### config.mk
export PLATFORM = sky130hd
export DESIGN_NAME = core_ex_wbck
export DESIGN_NICKNAME = d
export VERILOG_FILES = /design/src/rtl/core_ex_wbck.sv
export SDC_FILE = /design/constraint.sdc
export NUM_CORES = 1
export LEC_CHECK = 0
export ABC_AREA = 1
export CAP_MARGIN = 10
export CELL_PAD_IN_SITES_DETAIL_PLACEMENT = 2
export CELL_PAD_IN_SITES_GLOBAL_PLACEMENT = 2
export CORE_MARGIN = 1
export CORE_UTILIZATION = 19
export CTS_CLUSTER_SIZE = 28
export DETAILED_ROUTE_END_ITERATION = 8
export GPL_TIMING_DRIVEN = 0
export HOLD_SLACK_MARGIN = 0.12
export PLACE_DENSITY_LB_ADDON = 0.3
export SKIP_CTS_REPAIR_TIMING = 1
export SYNTH_ARGS = -nofsm -noshare
export SYNTH_HDL_FRONTEND = slang
export SYNTH_SLANG_ARGS = --single-unit
### constraint.sdc
create_clock -name clk -period 1.7 [get_ports clk]
set_clock_uncertainty 0.05 [all_clocks]
set_input_delay 0.51 -clock clk [delete_from_list [all_inputs] [get_ports clk]]
set_output_delay 0.51 -clock clk [all_outputs]
set_load 0.03 [all_outputs]
### src/rtl/core_ex_wbck.sv
// Write-back arbitration ahead of the integer regfile write port: LSU has priority,
// and the ALU is granted once after STARVE_MAX consecutive blocked cycles.
module core_ex_wbck #(
    parameter int XLEN       = 32,
    parameter int RFIDX_W    = 5,
    parameter int STARVE_MAX = 3
) (
    input  logic               clk,
    input  logic               rst_n,
    input  logic               alu_wbck_valid,
    output logic               alu_wbck_ready,
    input  logic               alu_wbck_wen,
    input  logic [RFIDX_W-1:0] alu_wbck_idx,
    input  logic [XLEN-1:0]    alu_wbck_dat,
    input  logic               lsu_wbck_valid,
    output logic               lsu_wbck_ready,
    input  logic               lsu_wbck_wen,
    input  logic [RFIDX_W-1:0] lsu_wbck_idx,
    input  logic [XLEN-1:0]    lsu_wbck_dat,
    output logic               wb_dest_wen,
    output logic [RFIDX_W-1:0] wb_dest_idx,
    output logic [XLEN-1:0]    wb_dest_dat,
    output logic               byp_valid,
    output logic               starve_force
);

    localparam logic [3:0] STARVE_LIM = 4'(STARVE_MAX);

    logic [3:0]         starve_cnt_q, starve_cnt_d;
    logic               wen_q, wen_d;
    logic [RFIDX_W-1:0] idx_q, idx_d;
    logic [XLEN-1:0]    dat_q, dat_d;

    logic force_alu;
    logic alu_fire;
    logic lsu_fire;

    // Readies depend only on the opposite valid and the counter, never on their own valid.
    assign force_alu      = (starve_cnt_q == STARVE_LIM);
    assign lsu_wbck_ready = ~(force_alu & alu_wbck_valid);
    assign alu_wbck_ready = ~lsu_wbck_valid | force_alu;
    assign alu_fire       = alu_wbck_valid & alu_wbck_ready;
    assign lsu_fire       = lsu_wbck_valid & lsu_wbck_ready;

    always_comb begin
        starve_cnt_d = starve_cnt_q;
        wen_d        = 1'b0;
        idx_d        = idx_q;
        dat_d        = dat_q;

        if (!alu_wbck_valid || alu_fire) begin
            starve_cnt_d = 4'd0;
        end else if (starve_cnt_q != STARVE_LIM) begin
            starve_cnt_d = starve_cnt_q + 4'd1;
        end

        // x0 writes are consumed but never reach the regfile.
        if (alu_fire) begin
            wen_d = alu_wbck_wen & (alu_wbck_idx != '0);
            idx_d = alu_wbck_idx;
            dat_d = alu_wbck_dat;
        end else if (lsu_fire) begin
            wen_d = lsu_wbck_wen & (lsu_wbck_idx != '0);
            idx_d = lsu_wbck_idx;
            dat_d = lsu_wbck_dat;
        end
    end

    always_ff @(posedge clk) begin
        if (!rst_n) begin
            starve_cnt_q <= 4'd0;
            wen_q        <= 1'b0;
            idx_q        <= '0;
            dat_q        <= '0;
        end else begin
            starve_cnt_q <= starve_cnt_d;
            wen_q        <= wen_d;
            idx_q        <= idx_d;
            dat_q        <= dat_d;
        end
    end

    assign wb_dest_wen  = wen_q;
    assign wb_dest_idx  = idx_q;
    assign wb_dest_dat  = dat_q;
    assign byp_valid    = wen_q;
    assign starve_force = force_alu;

endmodule

==> results of run 1 <==
==> metrics by stage <==
| step | std cells | power (W) | setup WS (ns) |
|---|---|---|---|
| 6_report | 637 | 0.002848 | -0.1222 |
| 5_1_grt | 637 | 0.003013 | -0.1779 |
| 4_1_cts | 635 | 0.002909 | -1.023 |
| 3_5_place_dp | 628 | 0.001976 | -1.023 |
| 3_3_place_gp | 628 | 0.001947 | -1.009 |
| 2_1_floorplan | 366 | 0.001531 | 0.08859 |
==> cell families after synthesis <==
| logic type | after synthesis | synth area share (%) |
|---|---|---|
| DFF | 42 | 36.66 |
| AOI/OAI and AO/OA | 76 | 16.58 |
| and+or+nand+nor | 175 | 31.64 |
| adders and majority gates | 1 | 0.5455 |
| buffers and inverters | 71 | 14.18 |
| xor gates and xnor gates | 1 | 0.3820 |
==> registers in the layout (all words and copies together), names as in the netlist <==
signal,cells
byp_valid,1
wb_dest_idx,5
wb_dest_dat,32
starve_cnt_q,4
==> power breakdown <==
group / internal (W) / total, W / leakage, nW / switching [W]
sequential: 0.00106 / 0.00110 / 0.350 / 0.0000392
combinational: 0.000395 / 0.000845 / 1.90 / 0.000450
clock: 0.000538 / 0.000908 / 0.0640 / 0.000370
total: 0.00199 / 0.00285 / 2.31 / 0.000859
==> cell type report <==
type	instances	area [um^2]	area share, %
Timing Repair Buffer	122	1334	33.50
Clock buffer	7	132.6	3.331
Multi-Input combinational cell	253	1155	29.01
Inverter	41	153.9	3.866
Tap cell	143	178.9	4.494
Sequential cell	42	848.3	21.31
Buffer	29	178.9	4.494
==> layer usage <==
| metal | vias to the layer above | track usage [%] |
|---|---|---|
| li1 | 1404 | - |
| met1 | 1347 | 19.42 |
| met4 | 0 | 2.883 |
| met3 | 2 | 2.667 |
| met5 | - | 0 |
| met2 | 77 | 29.65 |
==> how the worst min path moves through the flow <==
| stage | from | to | slack, ns | depth (start not counted) |
|---|---|---|---|---|
| finish | starve_cnt_q[0] | starve_cnt_q[0] | 0.39 | 1 |
| global route | starve_cnt_q[0] | starve_cnt_q[0] | 0.40 | 1 |
| CTS | starve_cnt_q[0] | starve_cnt_q[0] | 0.40 | 1 |
| detailed placement | starve_cnt_q[0] | starve_cnt_q[0] | 0.39 | 1 |
| global placement | starve_cnt_q[0] | starve_cnt_q[0] | 0.38 | 1 |
| floorplan | starve_cnt_q[0] | starve_cnt_q[0] | 0.37 | 1 |
==> critical path, delay by kind of cell (launching register included) <==
kind / cells / cell delay [ns]
adder cells (fa/ha/maj): 1 / 0.17
buffers and inverters: 2 / 0.31
flip-flops: 1 / 0.36
AND/OR/NAND/NOR: 2 / 0.15
==> cells in the final DEF, fill, tap and decap left out, types with 3 or more instances in the layout <==
master / count
nor2_1: 83
clkdlybuf4s50_1: 76
nand2_1: 45
nand3_1: 40
inv_1: 40
dfxtp_1: 40
dlymetal6s2s_1: 40
a21oi_1: 39
o21ai_0: 32
clkbuf_1: 10
buf_2: 7
o21ai_1: 5
buf_4: 5
clkbuf_16: 5
buf_6: 4
clkbuf_2: 3
buf_1: 3
==> flow_metrics.tcl, run 1 <==
set metrics [dict create \
    antenna_cells 0 \
    outcome "finished, violations left" \
    area_delta_synth_final_pct 73.60 \
    drt-met1-wl_um 4346 \
    setup_slack_ns -0.1222 \
    vias_per_cell 4.443 \
    syn-cell-area_mm2 0.002293 \
    clk_latency_ns 0.27 \
    finalCoreUtilization_pct 34.28 \
    ys.flop_type "dfxtp_1" \
    syn_area_per_cell_um2 6.266 \
    report.final.slew_viol_count 0 \
    layout-drive-gt1-share_pct 7.490 \
    max_slew_margin_pct 63.41 \
    dr_total_vias 2830 \
    synth_top_cell_area_share_pct 36.66 \
    rsz0062_at_grt "yes" \
    clock-sinks 42 \
    wl_per_cell_um 15.59 \
    seq_area_frac_synth_pct 36.66 \
    yosysWarnings 0 \
    arrival_ns 1.26 \
    hpwlAfterDp_um 7646 \
    cp-endpoint "alu_wbck_ready" \
    r2r_cells 9 \
    r2r-end "wb_dest_dat[24]" \
    first_global_vias 3193 \
    clk_path_buf_depth 2 \
    rows 39 \
    path_cells "ha_4 > nand2_4 > nand2_4 > buf_12 > buf_8" \
    io_pins 122 \
    hp-class "reg2reg" \
    grt_max_degree 12 \
    h-tree-depth 2 \
    synth_edf_count 0 \
    die_x_um 111.9 \
    fill_cells 1391 \
    synth_top_area_cell "dfxtp_1" \
    syn-num-nets 447 \
    numCtsBuffers 5 \
    critPathKind "reg2out" \
    gp_congestion 0.7718 \
    drv_cap 0 \
    postPlaceCellArea_mm2 0.003664 \
    synthMostInstantiatedCell "nor2_1" \
    drt-pass1-iter-count 6 \
    period_minus_slack_ns 1.822 \
    die_y_um 111.9 \
    final_cell_area_mm2 0.003981 \
    gr-total-overflow 0 \
    wirelength_um 9931 \
    fin_tns_setup_ns -0.1222 \
    max_stage_delay_ns 0.36 \
    timing.rr.start "starve_cnt_q[0]" \
    finalHoldViolCount 0 \
    setup_viol 1 \
    min_period_over_period_pct 107.2 \
    top_layer_used "met4" \
    worst_pin_slew_ns 0.5488 \
    p_leak_nw 2.315 \
    drc 11 \
    peakVddDrop_mv 0.3712 \
    synth_cell_type_count 22 \
    dr_wl_met2_um 5045 \
    grt_pass1_wl_um 15870 \
    whs_ns 0.3928 \
    timing.reg2reg.setup_slack_ns 0.19 \
    synthArstFlopShare_pct 0 \
    critPathLaunchType "flop" \
    synthTopCellsByArea "dfxtp_1 37%, nor2_1 14%, nand3_1 8.7%" \
    p_per_area_mw_per_mm2 715.3 \
    initialDrtViolationCount 99 \
    synthTopCellsByCount "83 x nor2_1, 45 x nand2_1, 42 x dfxtp_1, 41 x inv_1, 40 x nand3_1" \
    wl_met3_um 498 \
    core_mm2 0.01161 \
    violations "design-rule violations, negative setup slack" \
    crit_slowest_cell "dfxtp_4" \
    cts_root_buffer "clkbuf_16" \
    synth_seq_cells 42 \
    track_usage_pct 16.01 \
    endpoint_kind "primary output" \
    die_area_mm2 0.01251 \
    fmax_mhz 548.8 \
    cts_tree "built" \
    clkTransAtPathRegs_ns 0.06 \
    synthCells 366 \
    path_common_cell "nand2_4" \
    start_util_pct 19.75 \
    crit_start "starve_cnt_q[0]" \
    crit_required_ns 1.14 \
    antenna_found_initial 0 \
    fin_nets 575 \
    critPathMaxFanout 19 \
    drtAntennaViolNets 0 \
    port_buffers 119 \
]
No activity file was read; power rests on OpenSTA's default activity.
==> run 2, diff against run 1 <==
--- a/config.mk
+++ b/config.mk
@@ -7,10 +7,9 @@
 export LEC_CHECK = 0
 export ABC_AREA = 1
 export CAP_MARGIN = 10
-export CELL_PAD_IN_SITES_DETAIL_PLACEMENT = 2
-export CELL_PAD_IN_SITES_GLOBAL_PLACEMENT = 2
 export CORE_MARGIN = 1
-export CORE_UTILIZATION = 19
+export CORE_UTILIZATION = 41
+export CTS_BUF_LIST = sky130_fd_sc_hd__clkbuf_8
 export CTS_CLUSTER_SIZE = 28
 export DETAILED_ROUTE_END_ITERATION = 8
 export GPL_TIMING_DRIVEN = 0
==> flow_metrics.tcl, run 2 (synthesized netlist as in run 1, its figures left out) <==
set metrics [dict create \
    min_period_over_period_pct 110.3 \
    mostFrequentLayoutCell "nor2_1" \
    p_comb_share_pct 28.0 \
    fmax_mhz 533.5 \
    antenna_cells 0 \
    vias_per_cell 4.842 \
    hp-class "reg2reg" \
    hold_depth 1 \
    grt_max_degree 14 \
    finalHoldViolCount 0 \
    path_cells "ha_4 > nand2_4 > nand2_4 > buf_12 > buf_8" \
    mostFrequentLayoutCells "83 x nor2_1, 76 x clkdlybuf4s50_1, 45 x nand2_1" \
    first_global_vias 2477 \
    dr_total_vias 2726 \
    wirelength_um 7108 \
    clk_path_buf_depth 2 \
    clkTransAtPathRegs_ns 0.08 \
    crit_required_ns 1.14 \
    setup_viol 1 \
    r2r-end "wb_dest_dat[30]" \
    largest_reg_flops 32 \
    rows 26 \
    gr-total-overflow 0 \
    drv_cap 0 \
    whs_ns 0.3933 \
    max_stage_delay_ns 0.36 \
    p_leak_nw 2.307 \
    violations "negative setup slack" \
    fill_cells 442 \
    holdPathEnd "starve_cnt_q[0]" \
    outcome "finished, violations left" \
    worst_pin_slew_ns 0.4565 \
    clk_latency_ns 0.30 \
    crit_family "flip-flops" \
    r2r_cells 8 \
    drtAntennaViolNets 0 \
    postPlaceCellArea_mm2 0.003572 \
    endpoint_kind "primary output" \
    h-tree-depth 2 \
    core_mm2 0.005238 \
    layout-drive-gt1-share_pct 7.911 \
    clock-sinks 42 \
    setup_slack_ns -0.1743 \
    min_from "starve_cnt_q[0]" \
    final_cell_area_mm2 0.003871 \
    arrival_ns 1.31 \
    p_per_area_mw_per_mm2 743.0 \
    timing.reg2reg.setup_slack_ns 0.22 \
    report.final.slew_viol_count 0 \
    fin_tns_setup_ns -0.1743 \
    die_area_mm2 0.005897 \
    path_common_cell "nand2_4" \
    antenna_found_initial 0 \
    grt_pass1_wl_um 11230 \
    hpwlAfterDp_um 5013 \
    wl_per_cell_um 12.63 \
    crit_slowest_cell "dfxtp_4" \
    numPlacedInstances 555 \
    peakVddDrop_mv 0.3795 \
    period_minus_slack_ns 1.874 \
    io_pins 122 \
    p_int_w 0.002067 \
    p_switching_w 0.0008089 \
    fin_nets 573 \
    critPathLaunchType "flop" \
    rsz0062_at_grt "yes" \
    port_buffers 119 \
    final_cells 563 \
    swShare_pct 28.12 \
    area_delta_synth_final_pct 68.79 \
    p_clk_share_pct 34.2 \
    die_x_um 76.79 \
    numCtsBuffers 5 \
    initialDrtViolationCount 77 \
    die_y_um 76.79 \
    critPathKind "reg2out" \
    start_util_pct 43.79 \
    track_usage_pct 23.67 \
    path_buf_inv 2 \
    cts_tree "built" \
    seq_power_share_pct 37.8 \
    drt-pass1-iter-count 4 \
    drc 0 \
    timing.rr.start "starve_cnt_q[1]" \
    critPathMaxFanout 19 \
    max_slew_margin_pct 69.57 \
    gp_congestion 0.7984 \
    cts_root_buffer "clkbuf_8" \
]
run 2: power groups by stage:
| stage | sequential [W] | clock (W) | combinational [W] |
|---|---|---|---|
| floorplan | 0.00125 | 0 | 0.000277 |
| global placement | 0.00111 | 0 | 0.000798 |
| detailed placement | 0.00111 | 0 | 0.000808 |
| CTS | 0.00109 | 0.00100 | 0.000812 |
| global route | 0.00110 | 0.00105 | 0.000866 |
| finish | 0.00109 | 0.000984 | 0.000804 |
run 2: cell type report:
cell class              count  area, um^2  area share [%]
flip-flops and latches     42       848.3           21.91
inverters                  41       153.9           3.975
clock inverters             2       60.06           1.551
clock buffers               6       82.58           2.133
plain buffers              29       172.7           4.460
multi-input cells         253        1160           29.96
repair buffers            120        1306           33.74
well taps                  70       87.58           2.262
run 2: routing by layer:
metal / track usage, % / wire length (um)
met2: 40.36 / 3381
met3: 6.190 / 446
met1: 28.62 / 3176
met4: 7.885 / 103
met5: 0 / 0
run 2: worst max-delay path by stage:
stage                    startpoint        endpoint  slack (ns)  cells after the start
floorplan            alu_wbck_valid  lsu_wbck_ready        0.09                      3
global placement     lsu_wbck_valid  alu_wbck_ready       -0.96                      5
detailed placement   lsu_wbck_valid  alu_wbck_ready       -0.99                      5
CTS                  lsu_wbck_valid  alu_wbck_ready       -0.99                      5
global route        starve_cnt_q[1]  alu_wbck_ready       -0.23                      5
finish              starve_cnt_q[1]  alu_wbck_ready       -0.17                      5
run 2: stage by stage:
stage	total power, W	util, %	setup WS (ns)
5_1_grt	0.003014	73.91	-0.2303
2_1_floorplan	0.001531	-	0.08859
4_1_cts	0.002905	70.93	-0.9929
6_report	0.002876	73.91	-0.1743
3_3_place_gp	0.001911	68.20	-0.9631
3_5_place_dp	0.001922	68.20	-0.9890
==> run 3, diff against run 2 <==
--- a/config.mk
+++ b/config.mk
@@ -8,8 +8,7 @@
 export ABC_AREA = 1
 export CAP_MARGIN = 10
 export CORE_MARGIN = 1
-export CORE_UTILIZATION = 41
-export CTS_BUF_LIST = sky130_fd_sc_hd__clkbuf_8
+export CORE_UTILIZATION = 39
 export CTS_CLUSTER_SIZE = 28
 export DETAILED_ROUTE_END_ITERATION = 8
 export GPL_TIMING_DRIVEN = 0
==> flow_metrics.tcl, run 3 (synthesized netlist as in run 1, its figures left out) <==
set metrics [dict create \
    die_x_um 78.69 \
    antenna_found_initial 0 \
    initialDrtViolationCount 119 \
    track_usage_pct 22.58 \
    fin_nets 574 \
    rows 27 \
    final_cells 566 \
    outcome "finished, violations left" \
    gp_congestion 0.7905 \
    wirelength_um 7057 \
    core_mm2 0.005574 \
    drv_cap 0 \
    gr-total-overflow 0 \
    io_pins 122 \
    wl_per_cell_um 12.47 \
    numCtsBuffers 5 \
    drc 0 \
    clock-sinks 42 \
    cts_tree "built" \
    report.final.slew_viol_count 0 \
    vias_per_cell 4.885 \
    min_period_over_period_pct 109.6 \
    setup_viol 1 \
    p_per_area_mw_per_mm2 668.6 \
    r2r_cells 8 \
    clkTransAtPathRegs_ns 0.07 \
    finalCoreUtilization_pct 68.53 \
    setup_slack_ns -0.1639 \
    rsz0062_at_grt "yes" \
    die_y_um 78.69 \
    peakVddDrop_mv 0.3336 \
    critPathLaunchType "flop" \
    hpwlAfterDp_um 5108 \
    mostFrequentLayoutCells "83 x nor2_1, 76 x clkdlybuf4s50_1, 45 x nand2_1, 41 x inv_1" \
    finalHoldViolCount 0 \
    largest_reg_flops 32 \
    numPlacedInstances 557 \
    path_depth 5 \
    hp-class "reg2reg" \
    first_global_vias 2406 \
    h-tree-depth 2 \
    drt-pass1-iter-count 4 \
    p_leak_nw 2.287 \
    crit_slowest_cell "dfxtp_4" \
    arrival_ns 1.30 \
    grt_max_degree 13 \
    area_delta_synth_final_pct 66.56 \
    hold_depth 1 \
    critPathMaxFanout 19 \
    crit_required_ns 1.14 \
    cts_root_buffer "clkbuf_8" \
    path_cells "ha_4 > nand2_4 > nand2_4 > buf_12 > buf_8" \
    drtAntennaViolNets 0 \
    critPathKind "reg2out" \
    crit_family "flip-flops" \
    dr_total_vias 2765 \
    violations "negative setup slack" \
    endpoint_kind "primary output" \
    path_common_cell "nand2_4" \
    port_buffers 119 \
    path_buf_inv 2 \
    start_util_pct 41.14 \
    antenna_cells 0 \
    die_area_mm2 0.006191 \
    clk_path_buf_depth 2 \
    clk_latency_ns 0.29 \
    max_stage_delay_ns 0.36 \
    grt_pass1_wl_um 10990 \
    max_slew_margin_pct 68.97 \
    worst_pin_slew_ns 0.4655 \
    fmax_mhz 536.5 \
    period_minus_slack_ns 1.864 \
    mostFrequentLayoutCell "nor2_1" \
    layout-drive-gt1-share_pct 7.490 \
]
==> run 3: changes by cell type in the layout (fill, tap and decap cells not counted), sizes merged <==
| cell | previous run | this run |
|---|---|---|
| buf | 22 | 23 |
| bufinv | 2 | 0 |
| clkbuf | 17 | 18 |
| clkinv | 0 | 1 |
==> run 3: metrics by stage <==
| step | TNS (ns) | hold slack (ns) | total power [W] | setup slack, ns | cell area [um^2] |
|---|---|---|---|---|---|
| 2_1_floorplan | 0 | 0.3676 | 0.001531 | 0.08859 | 2293 |
| 3_3_place_gp | -11.96 | 0.3801 | 0.001912 | -0.9662 | 3575 |
| 3_5_place_dp | -12.21 | 0.4067 | 0.001921 | -0.9633 | 3575 |
| 4_1_cts | -8.835 | 0.4180 | 0.002574 | -0.9636 | 3666 |
| 5_1_grt | -0.2643 | 0.4284 | 0.002690 | -0.2095 | 3820 |
| 6_report | -0.1639 | 0.4049 | 0.002554 | -0.1639 | 3820 |
==> run 3: layer usage <==
| metal | part of all wire [%] | up-vias | global-route usage (%) |
|---|---|---|---|
| li1 | - | 1404 | - |
| met1 | 44 | 1243 | 26.88 |
| met2 | 46 | 110 | 39.48 |
| met3 | 9.2 | 8 | 6.512 |
| met4 | 0.86 | 0 | 5.556 |
| met5 | 0 | - | 0 |
==> run 3: final cells by class <==
class                           instances  area [um^2]
Fill cell                             503         1754
Timing Repair Buffer                  121         1314
Multi-Input combinational cell        253         1150
Sequential cell                        42        848.3
Buffer                                 29        172.7
Inverter                               41        153.9
Tap cell                               72        90.09
Clock buffer                            7        86.33
Clock inverter                          1        5.005
==> run 3: path summary, 6_finish.rpt <==
path / slack [ns] / end / startpoint
max: -0.16 / alu_wbck_ready / starve_cnt_q[0]
max reg2reg: 0.22 / wb_dest_idx[0] / starve_cnt_q[0]
min: 0.40 / starve_cnt_q[0] / starve_cnt_q[0]
min reg2reg: 0.40 / starve_cnt_q[0] / starve_cnt_q[0]
==> run 3: power by group <==
group	switching [W]	internal [W]
Sequential	0.0000352	0.00105
Clock	0.000332	0.000328
Combinational	0.000416	0.000389
==> run 3: worst reg2reg max path, delay by kind of cell, from the launching register on <==
family,cells,cell delay (ns)
AND/OR/NAND/NOR,4,0.37
adder cells (fa/ha/maj),1,0.16
AO/OA/AOI/OAI,1,0.07
flip-flops,1,0.37
buffers and inverters,2,0.34
